File: src/rtl/dmem_arbiter_pkg.sv
// Shared types for the data-memory arbiter.
//  arb_state_t : grant state of the arbiter (idle, CPU owns memory, EXT owns memory)
//  grant_t     : identifies the port that held the memory most recently
//  rr_pick     : round-robin winner when both ports request from idle
package mem_arb_pkg;

  typedef enum logic [1:0] {
    ARB_IDLE = 2'd0,
    ARB_CPU  = 2'd1,
    ARB_EXT  = 2'd2
  } arb_state_t;

  typedef enum logic {
    GNT_CPU = 1'b0,
    GNT_EXT = 1'b1
  } grant_t;

  // The port that was not served last wins a tie.
  function automatic arb_state_t rr_pick(input grant_t last_grant);
    return (last_grant == GNT_EXT) ? ARB_CPU : ARB_EXT;
  endfunction

endpackage

File: src/rtl/dmem_arbiter.sv
// Data-memory arbiter: shares one single-port dmem between the MIPS load/store
// port and an external requester (loader/DMA/debug) that may lock the memory
// for bursts. The grant is a registered state; mem_* and the acks are decoded
// from that state, so a request made while idle is acknowledged one cycle later.
// A pending CPU request is guaranteed service after MAX_WAIT cycles of EXT grant.
//
// Ports
//  clk                    clock, all state on the rising edge
//  reset                  asynchronous active-low reset
//  cpu_req/we/addr/wdata  CPU request, held stable until cpu_ack
//  cpu_rdata, cpu_ack     CPU read data (valid in ack cycle), transfer done
//  cpu_stall              CPU access pending and not completing this cycle
//  ext_req/we/addr/wdata  external request, held stable until ext_ack
//  ext_lock               keep the EXT grant after the current beat
//  ext_rdata, ext_ack     external read data, transfer done
//  mem_we/addr/wdata      dmem controls
//  mem_rdata              dmem combinational read data
module dmem_arbiter #(
  parameter int DW       = 32,
  parameter int AW       = 32,
  parameter int MAX_WAIT = 8
) (
  input  logic          clk,
  input  logic          reset,
  input  logic          cpu_req,
  input  logic          cpu_we,
  input  logic [AW-1:0] cpu_addr,
  input  logic [DW-1:0] cpu_wdata,
  output logic [DW-1:0] cpu_rdata,
  output logic          cpu_ack,
  output logic          cpu_stall,
  input  logic          ext_req,
  input  logic          ext_we,
  input  logic [AW-1:0] ext_addr,
  input  logic [DW-1:0] ext_wdata,
  output logic [DW-1:0] ext_rdata,
  output logic          ext_ack,
  input  logic          ext_lock,
  output logic          mem_we,
  output logic [AW-1:0] mem_addr,
  output logic [DW-1:0] mem_wdata,
  input  logic [DW-1:0] mem_rdata
);
  import mem_arb_pkg::*;

  localparam int WAIT_W = $clog2(MAX_WAIT + 1);
  localparam logic [WAIT_W-1:0] WAIT_LAST = WAIT_W'(MAX_WAIT - 1);
  localparam logic [WAIT_W-1:0] WAIT_SAT  = {WAIT_W{1'b1}};

  arb_state_t        state_r;
  arb_state_t        next_state_s;
  grant_t            last_grant_r;
  logic [WAIT_W-1:0] wait_cnt_r;
  logic              starve_s;

  // Starvation guard: the CPU has already waited MAX_WAIT-1 EXT cycles and this is the last one.
  assign starve_s = (state_r == ARB_EXT) && cpu_req && (wait_cnt_r == WAIT_LAST);

  // Next-state selection for the grant FSM.
  always_comb begin
    next_state_s = ARB_IDLE;
    case (state_r)
      ARB_IDLE: begin
        if (cpu_req && ext_req) begin
          next_state_s = rr_pick(last_grant_r);
        end else if (cpu_req) begin
          next_state_s = ARB_CPU;
        end else if (ext_req) begin
          next_state_s = ARB_EXT;
        end else begin
          next_state_s = ARB_IDLE;
        end
      end
      // The CPU transfer completes in this cycle; never hold the grant a second cycle.
      ARB_CPU: begin
        if (ext_req) begin
          next_state_s = ARB_EXT;
        end else begin
          next_state_s = ARB_IDLE;
        end
      end
      // The lock keeps EXT even with no request, unless the CPU is about to starve.
      ARB_EXT: begin
        if (starve_s) begin
          next_state_s = ARB_CPU;
        end else if (ext_lock) begin
          next_state_s = ARB_EXT;
        end else if (cpu_req) begin
          next_state_s = ARB_CPU;
        end else begin
          next_state_s = ARB_IDLE;
        end
      end
      default: begin
        next_state_s = ARB_IDLE;
      end
    endcase
  end

  // Grant state, round-robin history and CPU wait counter.
  always_ff @(posedge clk or negedge reset) begin
    if (!reset) begin
      state_r      <= ARB_IDLE;
      last_grant_r <= GNT_EXT;
      wait_cnt_r   <= {WAIT_W{1'b0}};
    end else begin
      state_r <= next_state_s;
      if (state_r == ARB_CPU) begin
        last_grant_r <= GNT_CPU;
      end else if (state_r == ARB_EXT) begin
        last_grant_r <= GNT_EXT;
      end else begin
        last_grant_r <= last_grant_r;
      end
      if ((state_r == ARB_EXT) && cpu_req) begin
        if (wait_cnt_r != WAIT_SAT) begin
          wait_cnt_r <= wait_cnt_r + WAIT_W'(1);
        end else begin
          wait_cnt_r <= wait_cnt_r;
        end
      end else begin
        wait_cnt_r <= {WAIT_W{1'b0}};
      end
    end
  end

  // Memory mux and acknowledges decoded from the grant state; idle drives zeros.
  always_comb begin
    mem_we    = 1'b0;
    mem_addr  = {AW{1'b0}};
    mem_wdata = {DW{1'b0}};
    cpu_ack   = 1'b0;
    ext_ack   = 1'b0;
    case (state_r)
      ARB_CPU: begin
        mem_we    = cpu_we & cpu_req;
        mem_addr  = cpu_addr;
        mem_wdata = cpu_wdata;
        cpu_ack   = cpu_req;
      end
      ARB_EXT: begin
        mem_we    = ext_we & ext_req;
        mem_addr  = ext_addr;
        mem_wdata = ext_wdata;
        ext_ack   = ext_req;
      end
      default: begin
        mem_we    = 1'b0;
        mem_addr  = {AW{1'b0}};
        mem_wdata = {DW{1'b0}};
        cpu_ack   = 1'b0;
        ext_ack   = 1'b0;
      end
    endcase
  end

  assign cpu_rdata = mem_rdata;
  assign ext_rdata = mem_rdata;
  assign cpu_stall = cpu_req & ~cpu_ack;

endmodule

File: config.mk
export PLATFORM = sky130hd
export DESIGN_NAME = dmem_arbiter
export DESIGN_NICKNAME = d
export VERILOG_FILES = /design/src/rtl/dmem_arbiter_pkg.sv /design/src/rtl/dmem_arbiter.sv
export SDC_FILE = /design/constraint.sdc
export NUM_CORES = 1
export LEC_CHECK = 0
export CAP_MARGIN = 20
export CORE_AREA = 2 2 114 116
export CTS_CLUSTER_SIZE = 30
export DETAILED_ROUTE_END_ITERATION = 10
export DIE_AREA = 0 0 116 118
export REMOVE_ABC_BUFFERS = 1
export SLEW_MARGIN = 20
export SYNTH_ARGS = -nofsm -noshare
export SYNTH_HDL_FRONTEND = slang
export SYNTH_SLANG_ARGS = --single-unit
File: constraint.sdc
create_clock -name clk -period 2.4 [get_ports clk]
set_input_delay 0.48 -clock clk [delete_from_list [all_inputs] [get_ports clk]]
set_output_delay 0.48 -clock clk [all_outputs]
set_load 0.02 [all_outputs]
==> out/qor.csv, run 1 <==
stage,metric,value,unit
clocking,clk_latency,0.23,ns
power_and_ir_drop,p_leak,1.46,nW
setup_path,rrSetupSlack,1.04,ns
synth,avgSynthCellArea,9.04,µm²
routing,wl_per_cell,22.2,µm
clocking,cts_buffer_depth,2,
hold_path,hold_start,last_grant_r,
power_and_ir_drop,power_density,870,mW/mm²
setup_path,worstPathRequired,1.92,ns
setup_path,r2r_cells,4,
place,dp.cells,498,
floorplan,die_y,118,µm
power_and_ir_drop,p_total,2.98,mW
synth,synth_cells,189,
setup_path,max_stage_delay,0.34,ns
setup_path,r2r-start,wait_cnt_r[0],
global_route,grt_pass1_wl,14400,µm
sta,hold_viol,0,
floorplan,die_w,116,µm
sta,min_period_over_period,98.2,%
synth,synth-edff-count,0,
clocking,numClockSinks,7,
routing,first_pass_iters,4,
global_route,overflow,0,
hold_path,whs_path_depth,2,
synth,yosysWarnings,0,
clocking,numCtsBuffers,3,
sta,fin_tns_setup,0,ns
global_route,grt_start_max_net_pins,37,
synth,yosys_register_bits,7,
sta,rsz0062_at_grt,no,
global_route,antenna_found_initial,0,
hold_path,worstHoldEndpoint,last_grant_r,
synth,synth_top_cell_area_share,32.8,%
synth,yosysTopAreaCell,a22o_1,
sta,drv_slew,0,
setup_path,reg2reg_to,state_r[1],
floorplan,start_util,13.8,%
floorplan,rows,41,
global_route,grt_pass1_vias,2103,
floorplan,coreArea,0.0124,mm²
finish,finalNonFillerCells,502,
setup_path,crit_arrival,1.88,ns
clocking,ctsResizeCount,60,
place,place_congestion,0.782,
floorplan,pin_count,299,
sta,timing.hold.ws,0.475,ns
place,io_buffer_count,202,
clocking,htreeDepth,1,
status,status,completed,
sta,skew,0.000811,ns
sta,tightest_slew,0.321,ns
power_and_ir_drop,peakVddDrop,0.404,mV
finish,final_nets,503,
sta,fin_crit,2.36,ns
run,maxCapViolations,0,
clocking,post_cts_buffers,0,
routing,vias,2073,
sta,setup_viol_count_final,0,
synth,seq_area_frac_synth,10.3,%
setup_path,critPathMaxFanout,28,
finish,drive_gt1_share,18.2,%
place,dp_hpwl,9340,µm
routing,drt_iter0_markers,105,
synth,ys_types,27,
finish,n_fill_cell,1326,
sta,final.setup.worst_slack,0.0423,ns
synth,synthArstFlopShare,100,%
finish,n_antenna_cell,0,
synth,synth_flop_cell,dfrtp_1,
floorplan,fp.dieArea,0.0137,mm²
global_route,grt_use_total,14.7,%
clocking,cts_root_buffer,clkbuf_16,
sta,slew_headroom,78.5,%
setup_path,path_buf_inv,3,
routing,viasPerCell,4.13,
setup_path,start_kind,flop,
synth,synthesis.area,0.00171,mm²
clocking,cts_tree,yes,
setup_path,worstPathCellList,inv_1 -> ha_1 -> and2_4 -> buf_12 -> a22o_1 -> dlygate4sd2_1,
hold_path,holdCritPathClass,reg2reg,
setup_path,critical_path.top_delay_family,buffers and inverters,
clocking,ctsHoldBuffers,0,
routing,antenna_left,0,
routing,drc_errors,0,
clocking,clkSlewWorstSetupHoldPaths,0.04,ns
setup_path,end_kind,output port,
sta,clock.fmax,424,MHz
setup_path,critPathKind,reg2out,
finish,area_growth,100,%
routing,drt_wl_total,11200,µm
setup_path,crit_path_top_delay_cell,dfrtp_1,
place,dp_slack,-0.0399,ns
synth,ys_top_cells_by_area,"a22o_1, buf_4, dfrtp_1",
==> cell families after synthesis <==
logic type      count (synthesis)  synth area share [%]
buf+inv                        81                  41.6
compound gates                 71                  35.5
mux                             2                  1.17
fa+ha+maj                       5                  3.66
xor+xnor                        1                 0.513
simple gates                   22                  7.25
flops                           7                  10.3
==> synthesized netlist by cell type (3+ instances only) <==
| library cell | number |
|---|---|
| buf_6 | 7 |
| a22o_1 | 64 |
| inv_1 | 3 |
| nand3_1 | 4 |
| buf_12 | 7 |
| nand2_1 | 4 |
| nor2_1 | 3 |
| ha_1 | 5 |
| dfrtp_1 | 6 |
| buf_4 | 64 |
==> registers in the layout (all words and copies together), names as in the netlist <==
signal,cells
wait_cnt_r,4
last_grant_r,1
state_r,2
==> stage by stage <==
step                cell area, µm²  util, %
floorplan                     1010        -
CTS                           3500     28.2
global placement              3470     27.9
detailed placement            3470     27.9
global route                  3420     27.6
finish                        3420     27.6
==> metal layers <==
| layer | wire, µm | vias to the layer above | GRT usage [%] |
|---|---|---|---|
| met5 | 65 | - | 3.92 |
| met4 | 45 | 3 | 1.34 |
| met3 | 2460 | 8 | 14.7 |
| met2 | 4270 | 210 | 19.6 |
| met1 | 4310 | 934 | 16.9 |
| li1 | - | 918 | - |
==> where the power goes <==
part	total (mW)	internal [mW]	switching, mW	leakage (nW)
clock network	0.291	0.222	0.0690	0.0382
registers	0.166	0.149	0.0173	0.0916
logic	2.52	1.22	1.30	1.33
total	2.98	1.59	1.38	1.46
==> worst reg2reg max path: stages, from the launching register on <==
cell and delay (ns):
dfrtp_1 0.40, ha_1 0.25, and3b_1 0.23, a31o_2 0.25, a21oi_1 0.15
==> layout by cell type, fill, tap and decap left out <==
master / instances
clkdlybuf4s15_1: 19
buf_4: 15
buf_2: 2
clkbuf_1: 1
dfrtp_1: 6
a21boi_0: 2
nor3_1: 2
clkbuf_2: 22
and2_1: 1
nand3b_1: 1
nand2b_1: 1
clkbuf_16: 3
dfstp_2: 1
nor3b_1: 1
dlymetal6s2s_1: 1
and3b_1: 1
a21oi_1: 1
and2_2: 1
ha_1: 5
o21ai_0: 1
nor2b_1: 1
nand2_1: 4
a31oi_1: 2
and2_4: 2
inv_1: 3
nand3_1: 4
mux2i_1: 2
buf_12: 13
dlygate4sd2_1: 7
a22o_1: 64
clkdlybuf4s50_1: 136
xnor2_1: 1
a31o_2: 1
nor2_1: 3
==> cell type report <==
type / count / area [µm²] / area share, %
timing repair buffer: 215 / 2120 / 61.9
clock buffer: 4 / 78.8 / 2.30
tap: 172 / 215 / 6.29
inverter: 3 / 11.3 / 0.329
sequential: 7 / 176 / 5.16
multi-input combinational: 101 / 822 / 24.0
==> how the worst max path moves through the flow <==
| stage | from | to | slack (ns) | depth (start not counted) |
|---|---|---|---|---|
| after global routing | state_r[0] | mem_wdata[7] | 0.0008 | 6 |
| after CTS | state_r[0] | mem_wdata[8] | 0.0007 | 6 |
| after global placement | ext_req | mem_we | -0.03 | 5 |
| final | state_r[0] | mem_addr[11] | 0.04 | 6 |
| after detailed placement | state_r[1] | mem_addr[3] | -0.04 | 6 |
| after floorplan | state_r[0] | mem_addr[0] | 0.40 | 4 |
(Power assumes the default switching activity.)
==> inputs of run 2 (changes only) <==
==> constraint.sdc (replaced) <==
create_clock -name clk -period 2.24 [get_ports clk]
set_input_delay 0.448 -clock clk [delete_from_list [all_inputs] [get_ports clk]]
set_output_delay 0.448 -clock clk [all_outputs]
set_load 0.02 [all_outputs]
==> run 2 against run 1 <==
  * Final area is 2.1% lower
  * Clock skew is 0.00079 ns higher
  * Global-route usage is 0.18 points higher
  * Routed wire length is 1.2% higher
  * Critical endpoint is now mem_addr[3]
==> out/qor.csv, run 2 (synthesis gave the netlist of run 1 again) <==
stage,metric,value,unit,change
place,dp_slack,-0.202,ns,-0.162 ns
floorplan,fp.dieArea,0.0137,mm²,unchanged
clocking,numCtsBuffers,3,,unchanged
sta,drv_slew,0,,unchanged
sta,min_period_over_period,98.0,%,
clocking,post_cts_buffers,0,,unchanged
floorplan,die_y,118,µm,unchanged
sta,final.setup.worst_slack,0.0449,ns,+0.00259 ns
floorplan,start_util,13.8,%,unchanged
floorplan,pin_count,299,,unchanged
clocking,htreeDepth,1,,unchanged
floorplan,die_w,116,µm,unchanged
finish,drive_gt1_share,28.9,%,+11 points
routing,antenna_left,0,,unchanged
setup_path,worstPathRequired,1.79,ns,-0.13 ns
setup_path,critical_path.top_delay_family,buffers and inverters,,
status,status,completed,,
finish,largest-register,wait_cnt_r,,
global_route,grt_use_total,14.9,%,+0.18 points
routing,first_pass_iters,4,,unchanged
setup_path,start_kind,flop,,
sta,fin_crit,2.20,ns,
hold_path,holdCritPathClass,reg2reg,,
clocking,ctsHoldBuffers,0,,unchanged
routing,wl_per_cell,22.5,µm,+1.4%
setup_path,crit_path_top_delay_cell,dfrtp_1,,
sta,fin_tns_setup,0,ns,unchanged
clocking,clk_latency,0.23,ns,about the same
finish,largest_reg_flops,4,,unchanged
sta,skew,0.00160,ns,+0.000787 ns
routing,drt_iter0_markers,62,,-41%
global_route,grt_start_max_net_pins,37,,unchanged
sta,clock.fmax,456,MHz,
clocking,cts_root_buffer,clkbuf_16,,
clocking,cts_tree,yes,,
sta,hold_viol,0,,unchanged
floorplan,rows,41,,unchanged
finish,n_antenna_cell,0,,unchanged
finish,layout_commonest_cell,clkdlybuf4s50_1,,
setup_path,end_kind,output port,,
sta,slew_headroom,77.2,%,-1.3 points
sta,tightest_slew,0.341,ns,+0.0195 ns
setup_path,crit_arrival,1.75,ns,-0.13 ns
routing,vias,2069,,-0.19%
place,place_congestion,0.778,,-0.61%
routing,viasPerCell,4.13,,about the same
finish,layout_common_cells,"clkdlybuf4s50_1, a22o_1, buf_2",,
floorplan,coreArea,0.0124,mm²,unchanged
setup_path,critPathMaxFanout,36,,+29%
clocking,cts_buffer_depth,2,,unchanged
run,maxCapViolations,0,,unchanged
routing,drt_wl_total,11300,µm,+1.2%
setup_path,max_stage_delay,0.40,ns,+0.06 ns
setup_path,worstPathCellList,inv_2 -> ha_4 -> and2_4 -> buf_12 -> a22o_1 -> buf_2,,
power_and_ir_drop,power_density,953,mW/mm²,+9.5%
finish,area_growth,96.0,%,
place,io_buffer_count,202,,unchanged
finish,final_nets,502,,-0.20%
global_route,grt_pass1_wl,14600,µm,+0.96%
finish,reg_top3,"wait_cnt_r x4, state_r x2, last_grant_r x1",,
sta,setup_viol_count_final,0,,unchanged
global_route,antenna_found_initial,0,,unchanged
place,dp_hpwl,9430,µm,+0.89%
clocking,numClockSinks,7,,unchanged
power_and_ir_drop,p_leak,1.49,nW,+2.4%
clocking,clkSlewWorstSetupHoldPaths,0.03,ns,about the same
setup_path,critPathKind,reg2out,,
setup_path,path_buf_inv,3,,unchanged
power_and_ir_drop,peakVddDrop,0.464,mV,+15%
sta,rsz0062_at_grt,no,,
routing,drc_errors,0,,unchanged
global_route,grt_pass1_vias,2118,,+0.71%
global_route,overflow,0,,unchanged
==> run 2: worst paths after layout <==
kind | startpoint | end | slack [ns] | cells after the start
max | state_r[0] | mem_addr[3] | 0.04 | 6
min | last_grant_r | last_grant_r | 0.48 | 2
max reg2reg | wait_cnt_r[0] | state_r[1] | 0.89 | 4
min reg2reg | last_grant_r | last_grant_r | 0.48 | 2
max in group asynchronous | reset | last_grant_r | 1.46 | 1
min in group asynchronous | reset | wait_cnt_r[0] | 0.49 | 1
==> run 2: worst register-to-register path, delay by kind of cell (launching register included) <==
kind / cells / cell delay (ns)
compound gates: 2 / 0.39
fa+ha+maj: 1 / 0.26
flops: 1 / 0.41
simple gates: 1 / 0.23
==> run 2: layout make-up <==
cell class	count	area, µm²
tap	172	215
timing repair buffer	214	1990
inverter	3	11.3
fill	1353	9060
sequential	7	176
clock buffer	4	78.8
multi-input combinational	101	883
==> run 2: per-stage QoR <==
stage	cell area, µm²	hold slack (ns)	std cells	power, mW	util (%)
floorplan	1010	0.152	111	1.46	-
global placement	3460	0.459	497	3.15	27.9
detailed placement	3460	0.477	497	3.15	27.9
CTS	3500	0.482	501	3.33	28.2
global route	3350	0.499	501	3.40	27.0
finish	3350	0.476	501	3.19	27.0
==> run 2: where the power goes <==
part | internal [mW] | switching [mW] | total [mW]
combinational | 1.29 | 1.41 | 2.70
clock | 0.237 | 0.0701 | 0.307
sequential | 0.160 | 0.0247 | 0.185
==> run 2: layer usage <==
layer	GRT usage, %	share of wire [%]	vias to the layer above	routed length, µm
met2	21.1	39	224	4400
li1	-	-	919	-
met3	17.6	26	8	2960
met5	3.92	0.33	-	37
met4	1.56	0.26	2	29
met1	14.4	34	916	3870
==> run 2: what timing repair did <==
action,4_1_cts,5_1_grt
cloned,0,0
endpoints found under the setup margin,65,39
pin swaps,0,0
gates resized for setup,171,41
